`src/rtl/span_margin_engine.sv`:
```
// SPAN margin engine: nine-scenario scan risk plus optional tier spread charge.
// Optional tier spread pass enabled by SPAN_MARGIN_TIER_SPREAD_EN.
module span_margin_engine #(
    parameter int N_LEGS  = 8,
    parameter int N_TIERS = 4,
    parameter int DW      = 16,
    parameter int AW      = 6
) (
    input  logic          clk,
    input  logic          reset_n,
    input  logic          chipselect,
    input  logic          write,
    input  logic          read,
    input  logic [AW-1:0] offset,
    input  logic [DW-1:0] writeData,
    output logic [DW-1:0] readData,
    output logic          irq
);
    localparam int MW  = 2 * DW;
    localparam int ACW = MW + $clog2(9 * N_LEGS) + 1;
    localparam int PW  = ACW + DW + 1;
    localparam int LW  = (N_LEGS > 1) ? $clog2(N_LEGS) : 1;
`ifdef SPAN_MARGIN_TIER_SPREAD_EN
    localparam int TW  = (N_TIERS > 1) ? $clog2(N_TIERS) : 1;
`endif

    typedef enum logic [1:0] {S_IDLE, S_SCAN, S_SPREAD, S_FINAL} state_e;

    state_e                 state_q, state_d;
    logic [LW-1:0]          leg_q, leg_d;
    logic [3:0]             k_q, k_d;
    logic signed [ACW-1:0]  loss_q, loss_d, max_q, max_d;
    logic [DW-1:0]          psr_q, psr_d;
    logic signed [DW-1:0]   pos_q [N_LEGS];
    logic signed [DW-1:0]   pos_d [N_LEGS];
    logic [MW-1:0]          margin_q, margin_d, scan_q, scan_d;
    logic                   done_q, done_d, ovf_q, ovf_d, irq_q, irq_d;
    logic [DW-1:0]          rdata_q, rdata_d;
`ifdef SPAN_MARGIN_TIER_SPREAD_EN
    logic [DW-1:0]          spread_q, spread_d;
    logic [TW-1:0]          tier_q [N_LEGS];
    logic [TW-1:0]          tier_d [N_LEGS];
    logic signed [ACW-1:0]  net_q [N_TIERS];
    logic signed [ACW-1:0]  net_d [N_TIERS];
    logic [ACW-1:0]         lsum, ssum, mn;
`endif

    logic [31:0]            off;
    logic                   busy, wr, rd, start;
    logic signed [DW+3:0]   f_w, scaled, move_w;
    logic signed [ACW-1:0]  pos_w, mv_w, term, loss_sum;
    logic [ACW-1:0]         scan_u;
    logic [PW-1:0]          tsc, tot;
    logic                   scan_sat, mar_sat;

    always_comb begin
        state_d  = state_q;
        leg_d    = leg_q;
        k_d      = k_q;
        loss_d   = loss_q;
        max_d    = max_q;
        psr_d    = psr_q;
        pos_d    = pos_q;
        margin_d = margin_q;
        scan_d   = scan_q;
        done_d   = done_q;
        ovf_d    = ovf_q;
        rdata_d  = rdata_q;
        irq_d    = 1'b0;
`ifdef SPAN_MARGIN_TIER_SPREAD_EN
        spread_d = spread_q;
        tier_d   = tier_q;
        net_d    = net_q;
`endif
        off   = 32'(offset);
        busy  = (state_q != S_IDLE);
        wr    = chipselect & write;
        rd    = chipselect & read & ~write;
        start = wr & ~busy & (off == 32'd0) & writeData[0];

        // Scenario move = floor(PSR * (k-4) / 4)
        f_w      = (DW+4)'(k_q) - (DW+4)'(4);
        scaled   = $signed({4'b0, psr_q}) * f_w;
        move_w   = scaled >>> 2;
        pos_w    = pos_q[leg_q];
        mv_w     = move_w;
        term     = -(pos_w * mv_w);
        loss_sum = loss_q + term;

`ifdef SPAN_MARGIN_TIER_SPREAD_EN
        lsum = '0;
        ssum = '0;
        for (int t = 0; t < N_TIERS; t++) begin
            if (net_q[t] > 0) lsum = lsum + ACW'(net_q[t]);
            else              ssum = ssum + ACW'(-net_q[t]);
        end
        mn  = (lsum < ssum) ? lsum : ssum;
        tsc = PW'(mn) * PW'(spread_q);
`else
        tsc = '0;
`endif
        scan_u   = max_q[ACW-1] ? '0 : ACW'(max_q);
        scan_sat = |scan_u[ACW-1:MW];
        tot      = PW'(scan_u) + tsc;
        mar_sat  = |tot[PW-1:MW];

        if (wr && !busy) begin
            if (off == 32'd2) psr_d = writeData;
            for (int i = 0; i < N_LEGS; i++)
                if (off == 32'(8 + i)) pos_d[i] = writeData;
`ifdef SPAN_MARGIN_TIER_SPREAD_EN
            if (off == 32'd3) spread_d = writeData;
            for (int i = 0; i < N_LEGS; i++)
                if (off == 32'(8 + N_LEGS + i)) tier_d[i] = writeData[TW-1:0];
`endif
        end
        if (wr && off == 32'd1 && writeData[1]) begin
            done_d = 1'b0;
            ovf_d  = 1'b0;
        end

        if (rd) begin
            rdata_d = '0;
            case (off)
                32'd1:   rdata_d = DW'({ovf_q, done_q, busy});
                32'd2:   rdata_d = psr_q;
`ifdef SPAN_MARGIN_TIER_SPREAD_EN
                32'd3:   rdata_d = spread_q;
`endif
                32'd4:   rdata_d = margin_q[DW-1:0];
                32'd5:   rdata_d = margin_q[MW-1:DW];
                32'd6:   rdata_d = scan_q[DW-1:0];
                32'd7:   rdata_d = scan_q[MW-1:DW];
                default: begin
                    for (int i = 0; i < N_LEGS; i++) begin
                        if (off == 32'(8 + i)) rdata_d = pos_q[i];
`ifdef SPAN_MARGIN_TIER_SPREAD_EN
                        if (off == 32'(8 + N_LEGS + i)) rdata_d = DW'(tier_q[i]);
`endif
                    end
                end
            endcase
        end

        case (state_q)
            S_IDLE: begin
                if (start) begin
                    state_d = S_SCAN;
                    leg_d   = '0;
                    k_d     = '0;
                    loss_d  = '0;
                    max_d   = '0;
                    done_d  = 1'b0;
                    ovf_d   = 1'b0;
`ifdef SPAN_MARGIN_TIER_SPREAD_EN
                    for (int t = 0; t < N_TIERS; t++) net_d[t] = '0;
`endif
                end
            end
            S_SCAN: begin
                if (leg_q == LW'(N_LEGS - 1)) begin
                    leg_d  = '0;
                    loss_d = '0;
                    max_d  = (loss_sum > max_q) ? loss_sum : max_q;
                    if (k_q == 4'd8) begin
                        k_d = '0;
`ifdef SPAN_MARGIN_TIER_SPREAD_EN
                        state_d = S_SPREAD;
`else
                        state_d = S_FINAL;
`endif
                    end else begin
                        k_d = k_q + 4'd1;
                    end
                end else begin
                    leg_d  = leg_q + LW'(1);
                    loss_d = loss_sum;
                end
            end
`ifdef SPAN_MARGIN_TIER_SPREAD_EN
            S_SPREAD: begin
                // Out-of-range tiers match no net and are skipped
                for (int t = 0; t < N_TIERS; t++)
                    if (32'(tier_q[leg_q]) == 32'(t)) net_d[t] = net_q[t] + pos_w;
                if (leg_q == LW'(N_LEGS - 1)) begin
                    leg_d   = '0;
                    state_d = S_FINAL;
                end else begin
                    leg_d = leg_q + LW'(1);
                end
            end
`endif
            S_FINAL: begin
                scan_d   = scan_sat ? {MW{1'b1}} : scan_u[MW-1:0];
                margin_d = mar_sat ? {MW{1'b1}} : tot[MW-1:0];
                ovf_d    = scan_sat | mar_sat;
                done_d   = 1'b1;
                irq_d    = 1'b1;
                state_d  = S_IDLE;
            end
            default: state_d = S_IDLE;
        endcase
    end

    always_ff @(posedge clk or negedge reset_n) begin
        if (!reset_n) begin
            state_q  <= S_IDLE;
            leg_q    <= '0;
            k_q      <= '0;
            loss_q   <= '0;
            max_q    <= '0;
            psr_q    <= '0;
            for (int i = 0; i < N_LEGS; i++) pos_q[i] <= '0;
            margin_q <= '0;
            scan_q   <= '0;
            done_q   <= 1'b0;
            ovf_q    <= 1'b0;
            rdata_q  <= '0;
            irq_q    <= 1'b0;
`ifdef SPAN_MARGIN_TIER_SPREAD_EN
            spread_q <= '0;
            for (int i = 0; i < N_LEGS; i++) tier_q[i] <= '0;
            for (int t = 0; t < N_TIERS; t++) net_q[t] <= '0;
`endif
        end else begin
            state_q  <= state_d;
            leg_q    <= leg_d;
            k_q      <= k_d;
            loss_q   <= loss_d;
            max_q    <= max_d;
            psr_q    <= psr_d;
            pos_q    <= pos_d;
            margin_q <= margin_d;
            scan_q   <= scan_d;
            done_q   <= done_d;
            ovf_q    <= ovf_d;
            rdata_q  <= rdata_d;
            irq_q    <= irq_d;
`ifdef SPAN_MARGIN_TIER_SPREAD_EN
            spread_q <= spread_d;
            tier_q   <= tier_d;
            net_q    <= net_d;
`endif
        end
    end

    assign readData = rdata_q;
    assign irq      = irq_q;
endmodule

```
`config.mk`:
```
export PLATFORM = sky130hd
export DESIGN_NAME = span_margin_engine
export DESIGN_NICKNAME = d
export VERILOG_FILES = /design/src/rtl/span_margin_engine.sv
export SDC_FILE = /design/constraint.sdc
export NUM_CORES = 2
export LEC_CHECK = 0
export CORE_MARGIN = 3
export CORE_UTILIZATION = 27
export DETAILED_ROUTE_END_ITERATION = 10
export GPL_TIMING_DRIVEN = 0
export SLEW_MARGIN = 40
export SYNTH_ARGS = -nofsm -noshare
export SYNTH_HDL_FRONTEND = slang
export SYNTH_SLANG_ARGS = --single-unit
```
`constraint.sdc`:
```
create_clock -name clk -period 17.4 [get_ports clk]
set_input_delay 3.48 -clock clk [delete_from_list [all_inputs] [get_ports clk]]
set_output_delay 3.48 -clock clk [all_outputs]
set_load 0.03 [all_outputs]
```
# Yosys cells after proc, flatten, opt, wreduce, memory -nomap -nowiden
# Index checks and enable logic that the tools add are counted.
# Widths: inputs -> output; s select.
dict set report word_totals {
  reg_bits 284
  in_bits 27
  wordCells 121
  out_inout_bits 17
}
dict set report op_classes {
  n_bitwise 9
  n_eq_ne 22
  multipliers 2
  magnitude_cmp 2
  addsub 5
  n_reduce_logical 24
  n_mux 38
}
# operator n
set op_table {}
lappend op_table {{$mux 16} 10}
lappend op_table {{$mux 40} 4}
lappend op_table {{$pmux 40 s2} 2}
lappend op_table {{$pmux 16 s4} 1}
lappend op_table {{$bmux 16 s3} 1}
lappend op_table {{$eq 6x4->1 const B} 8}
lappend op_table {{$add 40x40->40} 1}
lappend op_table {{$gt 40x40->1} 1}
lappend op_table {{$neg 34->40} 1}
lappend op_table {{$mux 39} 1}
lappend op_table {{$mul 16x18->34} 1}
lappend op_table {{$mux 32} 1}
lappend op_table {{$eq 6x3->1 const B} 4}
lappend op_table {{$mul 17x5->20} 1}
lappend op_table {{$reduce_and 2->1} 10}
lappend op_table {{$mux 4} 3}
lappend op_table {{$ne 2x2->1 const B} 4}
lappend op_table {{$pmux 4 s2} 1}
lappend op_table {{$reduce_or 8->1} 1}
lappend op_table {{$and 1x1->1} 6}
lappend op_table {{$eq 6x1->1 const B} 1}
lappend op_table {{$eq 6x2->1 const B} 1}
lappend op_table {{$logic_not 6->1} 1}
lappend op_table {{$mux 2} 3}
lappend op_table {{other kinds (22)} 34}

# Longest topological paths before layout
dict set report depth {
  ltp_word 11
  ltp_mapped 56
  depth_no_buf 51
}

# Worst setup path after synthesis
# No wires, ideal clock.
dict set report synth_timing {
  kind {reg2reg}
  start {reg k_q[2]}
  end {reg max_q[0]}
  n_path_buf 3
  required_ns 17.272
  path_stages_with_launch 48
  arrival_ns 14.284
  period_less_slack_ns 14.412
  slack_ns 2.988
  setup_time_ns 0.128
  cell_sequence {dfrtp_1 -> clkbuf_1 -> inv_1 -> ha_1 -> inv_1 -> buf_1 -> nor2_1 -> fa_1 -> fa_1 -> fa_1 -> ha_1 -> nor2b_1 -> o21ai_1 -> a21boi_1 -> o21ai_1 -> nand2b_1 -> a21o_1 -> a41o_1 -> (+12 left out) -> a21oi_1 -> o21bai_1 -> a21o_1 -> a21oi_1 -> inv_1 -> a21oi_1 -> a21oi_1 -> o21a_1 -> nor2_1 -> ha_1 -> a2111oi_0 -> o221ai_1 -> o211ai_1 -> o211ai_1 -> or3_1 -> a31oi_2 -> buf_4 -> mux2_1}
}
dict set report synth_via {
  elab_chain_len 8
  word_cells_on_any_way 11
  cone_classes {add/sub: 3; mul: 2; order compare: 1; eq/ne: 1; mux: 3; reduce/logical: 1}
}
# element line_no
set synth_rtl {}
lappend synth_rtl {{from (decl)} 31} ;# logic [3:0] k_q, k_d;
lappend synth_rtl {{from (signal assigned)} 228} ;# k_q <= k_d;
lappend synth_rtl {{$sub 4x3->5 *} 82} ;# f_w = (DW+4)'(k_q) - (DW+4)'(4);
lappend synth_rtl {{$mul 17x5->20 *} 83} ;# scaled = $signed({4'b0, psr_q}) * f_w;
lappend synth_rtl {{$mul 16x18->34 *} 87} ;# term = -(pos_w * mv_w);
lappend synth_rtl {{$neg 34->40 *} 87}
lappend synth_rtl {{$add 40x40->40 *} 88} ;# loss_sum = loss_q + term;
lappend synth_rtl {{$gt 40x40->1 or $mux 40 (tied branches)} 164} ;# max_d = (loss_sum > max_q) ? loss_sum : max_q;
lappend synth_rtl {{$ne 2x2->1 (no line) or $mux 40 (tied branches)} n/a}
lappend synth_rtl {{$reduce_and 4->1 (no line) or $pmux 40 s2 (tied branches)} n/a}
lappend synth_rtl {{to (signal assigned)} 230} ;# max_q <= max_d;
lappend synth_rtl {{to (decl)} 32} ;# logic signed [ACW-1:0] loss_q, loss_d, max_q, max_d;
# Every way passes the cells marked *; elsewhere a longest branch is shown, timed or not. The select of a mux whose other input is x is not followed.
# A chain may end at the register's enable or synchronous reset.

# Worst setup path after layout
# Same ends and word-level chain as after synthesis.

==> impl_metrics.toml <==
[outcome]
run_status = "finished clean"

[place]
place_hpwl_mm = 70.5
dp.cells = 4469
finalWeightedCongestion = 0.876
placement.io_buffers = 41

[clocking]
clock_tree_from_tritoncts = "built"
numCtsBuffers = 35
postCtsHoldBufs = 0
cts-root-buf = "clkbuf_16"
clock_sinks = 284
cts.clk_slew.worst_paths_ns = 0.05
skew_pair_late_insertion_delay_ns = 0.55
ctsResizeCount = 0
post_cts_buffers = 0
htreeDepth = 2
clock_tree_buf_depth = 3

[global_route]
antenna_found_initial = 2
grt_total_ovfl = 0
grt_pass1_wl_mm = 139
vias_in_the_first_global_route = 22957
grt_use_total_pct = 15.4
grt_max_degree = 71

[logic_synthesis]
yosys_most_used_dff = "dfrtp_1"
synth_top_family_by_area = "adder cells"
distinct_cell_type_count_of_the_synthesized_netlist = 74
sequential_cell_area_fraction_in_the_yosys_report_pct = 23.6
synth_seq_cells = 284
synthTopCellsByArea = "fa_1, dfrtp_1, ha_1"
syn_nets = 3558
post_synth_xor_area_fraction_pct = 2.32
synth-async-reset-ratio_pct = 100
post_synth_fa_ha_maj_area_fraction_pct = 34.9
synth-simple-area-share_pct = 10.1
synth_compound_gate_area_share_pct = 9.54
synth-edff-count = 0
syn_area_per_cell_um2 = 10.3
yosys-mux-area-fraction_pct = 11.5
post_synth_inst_count = 2931
yosysWarnings = 0
synth.cell_area_um2 = 30100
synth_top_cell_by_area = "fa_1"
yosys_top_cell_area_share_pct = 26.7

[critical_path]
worstPathMaxFanout = 10
timing.setup.critical_path_class = "flip-flop to flip-flop"
critPathSlowestCell = "clkbuf_1"
endpoint_type_of_the_worst_setup_path = "flip-flop"
worst_path_largest_cell_delay_ns = 0.73
timing.critical_path.arrival_ns = 16.49
timing.critical_path.required_ns = 17.82
cp_top_delay_family = "adder cells"
critical_path.startpoint_type = "flip-flop"
worstPathBufferInverterCount = 10
most_numerous_cell_on_the_critical_path = "fa_1"

[route]
dr.first_iter.drc_count = 1702
met3_wirelength_mm = 4.84
drt.antenna.violating_nets = 0
detailroute.wirelength.met2_mm = 41.3
drtPass1Iterations = 6
detailroute.via_count = 21844
drt-total-wl_mm = 88.5
met1Wirelength_mm = 39.1
post-route-drc-count = 0
routed_wire_length_per_instance_um = 19.5
highest_layer = "met4"
avgViaCountPerCell = 4.83

[floorplan]
die-height_um = 340
io_pins = 44
dieWidth_um = 340
core_area_um2 = 110000
die-area_um2 = 116000
starting_density_of_the_core_pct = 27.4
rows = 121

[final_layout]
layout.core_utilization_pct = 31.1
final_cell_mix = "inv_1, fa_1, dfrtp_1"
mostFrequentLayoutCell = "inv_1"
layout-drive-gt1-share_pct = 12.1
post_layout_nonfiller_instances = 4527
n_fill_cell = 11252
nets = 3658
layout_stage_area_growth_over_the_synthesis_result_pct = 13.6

[flow_run]
max_cap_viol_count = 0

[timing]
period_share_pct = 92.4
timing.hold.ws_ns = 0.508
max_slew.worst_pin.slew_ns = 0.922
hold_viol = 0
setup_repair_after_global_routing_missed_its_margin = "false"
max_freq_mhz = 62.2
finalClockSkew_ns = 0.0198
timing_max_transition_violations_final = 0
finalWorstPathRequiredPeriod_ns = 16.07
finalSetupViolCount = 0
max-slew-margin-rel_pct = 38.5

[worst_hold_path]
min_path_type = "flip-flop to flip-flop"
==> synth_stat cells (all sizes together), types with 2 or more instances <==
master,instances
nand3b,4
a22o,57
nor3,23
xnor2,58
a41oi,3
a21oi,67
o211ai,7
dfrtp,284
or2,6
nand2b,32
buf,20
fa,401
a211oi,4
inv,522
nand2,213
ha,199
o21ai,55
o21a,12
o21bai,10
a31oi,54
nor2,197
nor2b,58
nor4,2
nand4,15
o31a,2
a222oi,3
a221oi,34
a221o,14
o311ai,2
or4,2
a21o,47
nand3,21
a2111oi,2
and3,9
and2,55
mux2,188
clkbuf,95
a21boi,12
or3,10
mux4,30
mux2i,66
o22ai,3
xor2,19
o31ai,2
==> through the flow <==
stage / worst slack (ns) / TNS (ns) / cell area, um^2
floorplan: 2.99 / 0 / 30100
global placement: -0.736 / -21.97 / 32400
detailed placement: 1.52 / 0 / 33000
CTS: 1.49 / 0 / 34200
global route: 0.523 / 0 / 34200
finish: 1.33 / 0 / 34200
==> path summary, 6_finish.rpt <==
check	start	to	slack (ns)	cells after the start
hold / removal	scan_q[16]	scan_q[16]	0.51	1
min in group asynchronous	reset_n	loss_q[32]	2.83	1
setup / recovery	k_q[2]	max_q[0]	1.33	50
max in group asynchronous	reset_n	loss_q[2]	13.56	3
setup reg to reg	k_q[2]	max_q[0]	1.33	50
hold reg to reg	scan_q[16]	scan_q[16]	0.51	1
==> layer usage <==
layer	GRT usage [%]	vias to the layer above
met3	2.09	134
met4	5.71	0
li1	-	9775
met2	25.0	635
met1	21.0	11300
met5	0	-
==> sequential cells by signal, summed over array words and instances, names as in the netlist <==
signal    count
readData     16
max_q        40
psr_q        16
state_q       2
loss_q       40
ovf_q         1
pos_q       128
k_q           4
scan_q       32
irq           1
done_q        1
leg_q         3
==> final cells by class <==
type	instances	area, um^2	share of cell area, %
inverters	522	1960	5.73
multi-input cells	2010	20900	61.2
well taps	1476	1850	5.40
flip-flops and latches	284	7110	20.8
clock buffers	45	975	2.85
diodes	1	2.50	0.00732
plain buffers	115	467	1.37
repair buffers	63	761	2.23
clock inverters	11	148	0.432
==> cells by family after synthesis <==
group,Yosys count
simple gates,650
fa+ha+maj,600
buf+inv,637
compound gates,398
xor+xnor,78
mux,284
flops,284
Power is left out: the tool's default activity adds up to more than one toggle a clock period on the data nets, which glitch-free logic cannot reach.
